`src/rtl/axis_prbs_checker_popcount.sv`:
```
// Combinational population count of a DATA_WIDTH-bit word.
module popcount #(
  parameter int W = 16
) (
  input  logic [W-1:0]          data_i,
  output logic [$clog2(W):0]    cnt_o
);
  localparam int PCW = $clog2(W) + 1;

  always_comb begin
    cnt_o = '0;
    for (int i = 0; i < W; i++) begin
      cnt_o = cnt_o + PCW'(data_i[i]);
    end
  end
endmodule

```
`config.mk`:
```
export PLATFORM = sky130hd
export DESIGN_NAME = popcount
export DESIGN_NICKNAME = d
export VERILOG_FILES = /design/src/rtl/axis_prbs_checker_popcount.sv
export SDC_FILE = /design/constraint.sdc
export NUM_CORES = 1
export LEC_CHECK = 0
export BUFFER_PORTS_ARGS = -buffer_cell sky130_fd_sc_hd__buf_2
export CAP_MARGIN = 40
export CORE_AREA = 3 3 40 42
export DETAILED_ROUTE_END_ITERATION = 10
export DIE_AREA = 0 0 43 45
export PLACE_DENSITY = 0.64
export SLEW_MARGIN = 25
export SYNTH_ARGS = -nofsm -noshare
export SYNTH_HDL_FRONTEND = slang
export SYNTH_SLANG_ARGS = --single-unit
```
`constraint.sdc`:
```
create_clock -name vclk -period 12.2
set_input_delay 2.44 -clock vclk [all_inputs]
set_output_delay 2.44 -clock vclk [all_outputs]
set_load 0.02 [all_outputs]
```
# Word-level counts from Yosys, hierarchy flattened
# Index checks and enable logic that the tools add are counted.
# totals
wordCells	15
regBits	0
out_inout_bits	5
# op_classes
add_sub_neg	15
# op_table
cell	n
$add 5x1->5	11
$add 4x1->5	1
$add 3x1->4	1
$add 2x1->3	1
$add 1x1->2	1

# Logic depth before layout (Yosys ltp)
# Gate-level depths: netlist of the first run.
# depth
ltp_word	15
mapped_depth	12
mapped_depth_nobuf	12

# Least setup slack after synthesis of the first run
# Ideal clock, no wire load.
# synth_path
path_type	input-to-output
startpoint	in data_i[0]
endpoint	out cnt_o[2]
path_slack_ns	4.257
path_stages	10
arrival_ns	5.503
required_time_ns	9.760
path_buffers	0
path_cell_list	inv_1 fa_1 fa_1 fa_1 fa_1 inv_1 ha_1 inv_1 fa_1 xnor2_1
# synth_via
elab_chain_cells	15
# synth_rtl
element	line_no	source
start: declaration	5	input logic [W-1:0] data_i,
$add 1x1->2	13	cnt_o = cnt_o + PCW'(data_i[i]);
$add 2x1->3	13	
$add 3x1->4	13	
$add 4x1->5	13	
$add 5x1->5 (11 in series)	13	
end: declaration	6	output logic [$clog2(W):0] cnt_o
# No other way between the ends.

# Worst setup path in the final report of the first run
# layout_path
startpoint	in data_i[0]
endpoint	out cnt_o[4]
# The elaborated chain is that of the path after synthesis.

==> out/metrics.cfg, run 1 <==
[pwr]
p_leak_uw=0.000351
p_per_area_nw_per_um2=190
vdd_drop_max_uv=122

[logic_synthesis]
synth_seq_area_share_pct=0
ys_types=8
avgSynthCellArea_um2=8.68
syn_area_um2=408
synth_nets=78
synthCells=47
yosysWarnings=0

[min_path]
hp-class=in -> out

[layout]
nFillCells=137
antenna_cells=0
area_delta_synth_final_pct=30.4
seq_cells=0
nNetsFinal=101
clkbuf_count=0
layout-drive-gt1-share_pct=32.4
seq_area_um2=0
multiInputGateArea_um2=310

[die]
initial_core_util_pct=31.7
die_x_um=43
dieArea_um2=1940
fp.dieH_um=45
core-area_um2=1280
io-pin-count=21
rows=13

[sta]
period_needed_ns=8.06
setup_tns_ns=0
rsz0062_at_grt=no
drv_slew=0
finalHoldViolCount=0
worst_slew_pin_slew_ns=0.122
max_slew_margin_pct=91.8
timing.final.setup_violations=0
final.setup.worst_slack_ns=4.14
fmax_mhz=124
period_share_pct=66.1

[worst_setup_path]
cp-end-kind=output pin
cp-start-kind=primary input
crit_path_max_fanout=2
cp.arrival_ns=5.62
worstPathRequired_ns=9.76
critical_path_class=in -> out

[global_routing]
grt_pass1_wl_um=1060
grt_max_degree=4
grt_use_met2_pct=10.8
grt_busiest_layer=met2
grt_use_met3_pct=0
gr-total-overflow=0
grt_usage_pct=6.58
use_met1_pct=10.5
grt_pass1_vias=304
antenna_found_initial=0

[status]
outcome=finished clean

[routing]
drcViolationCount=0
ant_nets=0
wire_per_inst_um=7.02
vias=316
wl_um=583
drt_pre_antenna_iters=1
vias_per_cell=3.81
drt-initial-drc-count=0

[placed_design]
place_ws_ns=4.13
gp_congestion=0.674
place_hpwl_um=600
port_buffers=21

[clock_tree]
ctsHoldBuffers=0
cts_resized=0
postCtsSetupBuffers=0

[run]
cap_violations=0

cell usage after synthesis:
library cell | number | share of area (%)
inv_1 | 26 | 24
fa_1 | 10 | 49
ha_1 | 5 | 15
xnor2_1 | 2 | 4.3
a21o_1 | 1 | 1.8
a21oi_2 | 1 | 2.1
nor2b_1 | 1 | 1.5
o21a_1 | 1 | 1.8
cells in the final DEF (no fill, tap or decap), drive strengths merged:
master	instances
inv	26
buf	21
fa	10
ha	5
xnor2	2
a21o	1
a21oi	1
nor2b	1
o21a	1
routing by layer:
| layer | vias to the layer above | part of all wire, % |
|---|---|---|
| met1 | 143 | 44 |
| met4 | 0 | 0 |
| met5 | - | 0 |
| met2 | 8 | 49 |
| li1 | 165 | - |
| met3 | 0 | 6.7 |
through the flow:
stage | cells | area, um2 | hold WS (ns) | utilization, % | total power, uW
floorplan | 47 | 408 | 5.09 | - | 77.8
global placement | 83 | 532 | 5.23 | 41.4 | 103
detailed placement | 83 | 532 | 5.23 | 41.4 | 103
CTS | 83 | 532 | 5.23 | 41.4 | 104
global route | 83 | 532 | 5.25 | 41.4 | 115
finish | 83 | 532 | 5.22 | 41.4 | 101
cell families (layout without fill, tap and decap cells):
| logic type | Yosys count | in the layout | share of synthesized area (%) |
|---|---|---|---|
| xor+xnor | 2 | 2 | 4.30 |
| fa+ha+maj | 15 | 15 | 64.4 |
| compound gates | 3 | 3 | 5.83 |
| simple gates | 1 | 1 | 1.53 |
| buf+inv | 26 | 47 | 23.9 |
worst paths after layout:
path	end	startpoint	slack, ns	depth (start not counted)
hold / removal	cnt_o[0]	data_i[2]	5.22	3
setup / recovery	cnt_o[4]	data_i[0]	4.14	13
worst max-delay path, cell delays in order:
cell and delay [ns]:
buf_2 0.07, inv_1 0.04, fa_1 0.56, fa_1 0.44, fa_1 0.53, fa_1 0.40, inv_1 0.07, ha_1 0.16
inv_1 0.06, fa_1 0.45, nor2b_1 0.13, o21a_1 0.12, buf_2 0.15
cell type report:
type | count | share of cell area [%]
tap | 15 | 3.53
inverter | 26 | 18.4
timing repair buffer | 21 | 19.8
multi-input combinational | 21 | 58.4
power breakdown:
group	switching (uW)	internal, uW
clock network	0	0
logic	58.3	42.7
registers	0	0
total	58.3	42.7
Note: power is estimated with default switching activity, not from simulation.
==> inputs of run 2 (changes only) <==
==> constraint.sdc (replaced) <==
create_clock -name vclk -period 8.4
set_input_delay 1.68 -clock vclk [all_inputs]
set_output_delay 1.68 -clock vclk [all_outputs]
set_load 0.02 [all_outputs]
==> run 2 against run 1 <==
Setup slack got worse by 2.3 ns; combinational power up 47%; final cell count did not move; non-clock buffer count is the same.
==> out/metrics.cfg, run 2 (same netlist as run 1, synthesis figures left out) <==
[worst_setup_path]
crit_slowest_cell=fa_1
worstPathCellList=buf_2 > inv_1 > fa_1 > fa_1 > fa_1 > fa_1 > inv_1 > ha_1 > inv_1 > fa_1 > nor2b_1 > o21a_1 > buf_2
cpMostUsedCell=fa_1
cp-start-kind=primary input
crit_path_max_fanout=2  ; unchanged
cpPeakStageDelay_ns=0.55  ; about the same
cp-end-kind=output pin
critical_path_class=in -> out
cp.arrival_ns=4.87  ; -0.75 ns
worstPathRequired_ns=6.72  ; -3.04 ns

[die]
io-pin-count=21  ; unchanged
core-area_um2=1280  ; unchanged
dieArea_um2=1940  ; unchanged
fp.dieH_um=45  ; unchanged
initial_core_util_pct=31.7  ; unchanged
rows=13  ; unchanged
die_x_um=43  ; unchanged

[routing]
drt_pre_antenna_iters=1  ; unchanged
drt-initial-drc-count=0  ; unchanged
wire_per_inst_um=7.10  ; +1.0%
vias_per_cell=3.76  ; -1.3%
wl_um=589  ; +1.0%
vias=312  ; -1.3%
ant_nets=0  ; unchanged
drcViolationCount=0  ; unchanged

[pwr]
intPower_uw=62.3  ; +46%
power_frac_seq_pct=0  ; unchanged
combPwrFrac_pct=100.0  ; about the same
p_leak_uw=0.000351  ; unchanged
p_per_area_nw_per_um2=278  ; +46%
power.clock.fraction_pct=0  ; unchanged
power.net_switching_uw=85.3  ; +46%
vdd_drop_max_uv=252  ; +110%
power.share.switching_pct=57.8  ; +0.071 points
p_total_uw=148  ; +46%

[layout]
final_cell_mix=inv_1, buf_2, fa_1
seq_cells=0  ; unchanged
nNetsFinal=101  ; unchanged
nFillCells=140  ; +2.2%
area_delta_synth_final_pct=30.4  ; unchanged
clkbuf_count=0  ; unchanged
fin_util_pct=41.4  ; unchanged
seq_area_um2=0  ; unchanged
antenna_cells=0  ; unchanged
final_common_cell=inv_1
multiInputGateArea_um2=310  ; unchanged
layout-drive-gt1-share_pct=32.4  ; unchanged

[sta]
finalHoldViolCount=0  ; unchanged
rsz0062_at_grt=no
period_needed_ns=6.55
drv_slew=0  ; unchanged
worst_slew_pin_slew_ns=0.133  ; +0.0108 ns
timing.final.setup_violations=0  ; unchanged
max_slew_margin_pct=91.1  ; -0.72 points
fmax_mhz=153
period_share_pct=77.9
setup_tns_ns=0  ; unchanged
holdWs_ns=3.70  ; -1.52 ns

[clock_tree]
ctsHoldBuffers=0  ; unchanged
cts_resized=0  ; unchanged
postCtsSetupBuffers=0  ; unchanged

[global_routing]
gr-total-overflow=0  ; unchanged
grt_pass1_vias=263  ; -13%
antenna_found_initial=0  ; unchanged
grt_usage_pct=6.25  ; -0.33 points
grt_max_degree=4  ; unchanged
grt_pass1_wl_um=979  ; -7.2%

[placed_design]
gp_congestion=0.696  ; +3.3%
place_hpwl_um=596  ; -0.63%
port_buffers=21  ; unchanged

[run]
cap_violations=0  ; unchanged

[status]
outcome=finished clean

[min_path]
hp-class=in -> out

==> run 2: layout make-up <==
type / count / share of cell area [%]
multi-input combinational: 21 / 58.4
timing repair buffer: 21 / 19.8
inverter: 26 / 18.4
tap: 15 / 3.53
==> run 2: power by group through the flow <==
stage                     registers, uW  logic [uW]  clock network (uW)
after floorplan                       0         113                   0
after global placement                0         149                   0
after detailed placement              0         150                   0
after CTS                             0         152                   0
after global routing                  0         165                   0
final                                 0         148                   0
==> run 2: path summary, 6_finish.rpt <==
kind                       from        to  slack (ns)  depth (start not counted)
worst min-delay path  data_i[2]  cnt_o[0]        3.70                          3
worst max-delay path  data_i[0]  cnt_o[4]        1.85                         13
==> run 2: worst max-delay path: cells and delay by family <==
family | cells | cell delay [ns]
buffers and inverters | 5 | 0.39
adder cells (fa/ha/maj) | 6 | 2.54
AND/OR/NAND/NOR | 1 | 0.13
AO/OA/AOI/OAI | 1 | 0.11
==> run 2: stage by stage <==
stage               instance area, um2  setup WS [ns]  std cells
floorplan                          408           1.98         47
global placement                   532           1.84         83
detailed placement                 532           1.83         83
CTS                                532           1.82         83
global route                       532           1.72         83
finish                             532           1.85         83
==> run 2: metal layers <==
metal  vias to the layer above  track usage [%]  share of wire [%]
met5                         -                0                  0
met4                         0                0                  0
met3                         0            0.398                6.5
met2                         8             9.88                 48
met1                       139             10.1                 46
li1                        165                -                  -
==> inputs of run 3 (changes only) <==
--- a/config.mk
+++ b/config.mk
@@ -10,7 +10,7 @@
 export CORE_AREA = 3 3 40 42
 export DETAILED_ROUTE_END_ITERATION = 10
 export DIE_AREA = 0 0 43 45
-export PLACE_DENSITY = 0.64
+export PLACE_DENSITY = 0.66
 export SLEW_MARGIN = 25
 export SYNTH_ARGS = -nofsm -noshare
 export SYNTH_HDL_FRONTEND = slang
==> constraint.sdc (replaced) <==
create_clock -name vclk -period 5.8
set_input_delay 1.16 -clock vclk [all_inputs]
set_output_delay 1.16 -clock vclk [all_outputs]
set_load 0.02 [all_outputs]
==> run 3 against run 2 <==
Sequential cell count unchanged; worst hold slack worse by 1.0 ns; clock-buffer cell count unchanged; non-clock buffer count unchanged; critical path depth unchanged; setup slack worse by 1.6 ns; wire length down 4.6%; core utilization unchanged; global-route usage up 0.26 points; largest cell class unchanged; highest routed layer unchanged.
==> out/metrics.cfg, run 3 (same netlist as run 1, synthesis figures left out) <==
[status]
outcome=finished clean

[worst_setup_path]
cp.buffers_inverters=5  ; unchanged
cpMostUsedCell=fa_1
crit_family=adder cells
crit_slowest_cell=fa_1
cp.arrival_ns=4.35  ; -0.52 ns
critical_path_class=in -> out
cp-start-kind=primary input
worstSetupPathDepth=13  ; unchanged
cpPeakStageDelay_ns=0.55  ; about the same
worstPathRequired_ns=4.64  ; -2.08 ns
worstPathCellList=buf_2 > inv_1 > fa_1 > fa_1 > fa_1 > fa_1 > inv_1 > ha_1 > inv_1 > fa_1 > nor2b_1 > o21a_1 > buf_2
crit_path_max_fanout=2  ; unchanged
cp-end-kind=output pin

[layout]
nNetsFinal=101  ; unchanged
final_common_cell=inv_1
fin_area_um2=532  ; unchanged
area_delta_synth_final_pct=30.4  ; unchanged
clkbuf_count=0  ; unchanged
seq_area_um2=0  ; unchanged
final_cell_mix=inv_1, buf_2, fa_1
fin_util_pct=41.4  ; unchanged
seq_cells=0  ; unchanged
layout-drive-gt1-share_pct=32.4  ; unchanged
instances_no_fill=83  ; unchanged
antenna_cells=0  ; unchanged

[placed_design]
place_ws_ns=0.265  ; -1.57 ns
gp_congestion=0.691  ; -0.70%
place_hpwl_um=579  ; -2.9%
port_buffers=21  ; unchanged
placedCellCount=83  ; unchanged
dpl_cell_area_um2=532  ; unchanged

[routing]
ant_nets=0  ; unchanged
vias=310  ; -0.64%
drt_pre_antenna_iters=1  ; unchanged
wl_um=562  ; -4.6%
drcViolationCount=0  ; unchanged
wire_per_inst_um=6.77  ; -4.6%
vias_per_cell=3.73  ; -0.64%
drt-initial-drc-count=0  ; unchanged

[min_path]
min_from=data_i[2]
hp-class=in -> out
min_path_cells=3  ; unchanged
hold_end=cnt_o[0]

[die]
die_x_um=43  ; unchanged
core-area_um2=1280  ; unchanged
dieArea_um2=1940  ; unchanged
rows=13  ; unchanged
io-pin-count=21  ; unchanged
fp.dieH_um=45  ; unchanged
initial_core_util_pct=31.7  ; unchanged

[run]
cap_violations=0  ; unchanged

[sta]
period_share_pct=95.0
final.setup.worst_slack_ns=0.289  ; -1.57 ns
drv_slew=0  ; unchanged
timing.final.setup_violations=0  ; unchanged
worst_slew_pin_slew_ns=0.115  ; -0.0176 ns
setup_tns_ns=0  ; unchanged
rsz0062_at_grt=no
finalHoldViolCount=0  ; unchanged
fmax_mhz=181
period_needed_ns=5.51
max_slew_margin_pct=92.2  ; +1.2 points

[global_routing]
gr-total-overflow=0  ; unchanged
antenna_found_initial=0  ; unchanged
grt_pass1_wl_um=1020  ; +4.3%
grt_max_degree=4  ; unchanged
grt_pass1_vias=274  ; +4.2%
grt_usage_pct=6.51  ; +0.26 points

[pwr]
vdd_drop_max_uv=237  ; -6.1%
p_per_area_nw_per_um2=397  ; +43%
p_leak_uw=0.000351  ; unchanged

[clock_tree]
postCtsSetupBuffers=0  ; unchanged
cts_resized=0  ; unchanged
ctsHoldBuffers=0  ; unchanged

## run 3: cell type report
cell class         instances  area (um2)
repair buffers            21         105
well taps                 15        18.8
inverters                 26        97.6
fillers                  134         753
multi-input cells         21         310
## run 3: worst max path at each step
stage | startpoint | end
3_3_place_gp | data_i[0] | cnt_o[4]
2_1_floorplan | data_i[0] | cnt_o[2]
6_report | data_i[0] | cnt_o[4]
5_1_grt | data_i[0] | cnt_o[4]
4_1_cts | data_i[5] | cnt_o[4]
3_5_place_dp | data_i[5] | cnt_o[4]
## run 3: where the power goes
group	internal, uW	switching [uW]
sequential	0	0
clock	0	0
combinational	89.3	122
## run 3: per-layer routing
metal,global-route usage [%],part of all wire [%],up-vias
met5,0,0,-
met4,0,0,0
met3,0,7.7,0
met2,10.2,47,13
met1,10.8,45,132
li1,-,-,165
## run 3: stage by stage
step	power (uW)	hold WS, ns
finish	211	2.66
global route	240	2.69
CTS	217	2.67
detailed placement	215	2.67
global placement	214	2.67
floorplan	164	2.53
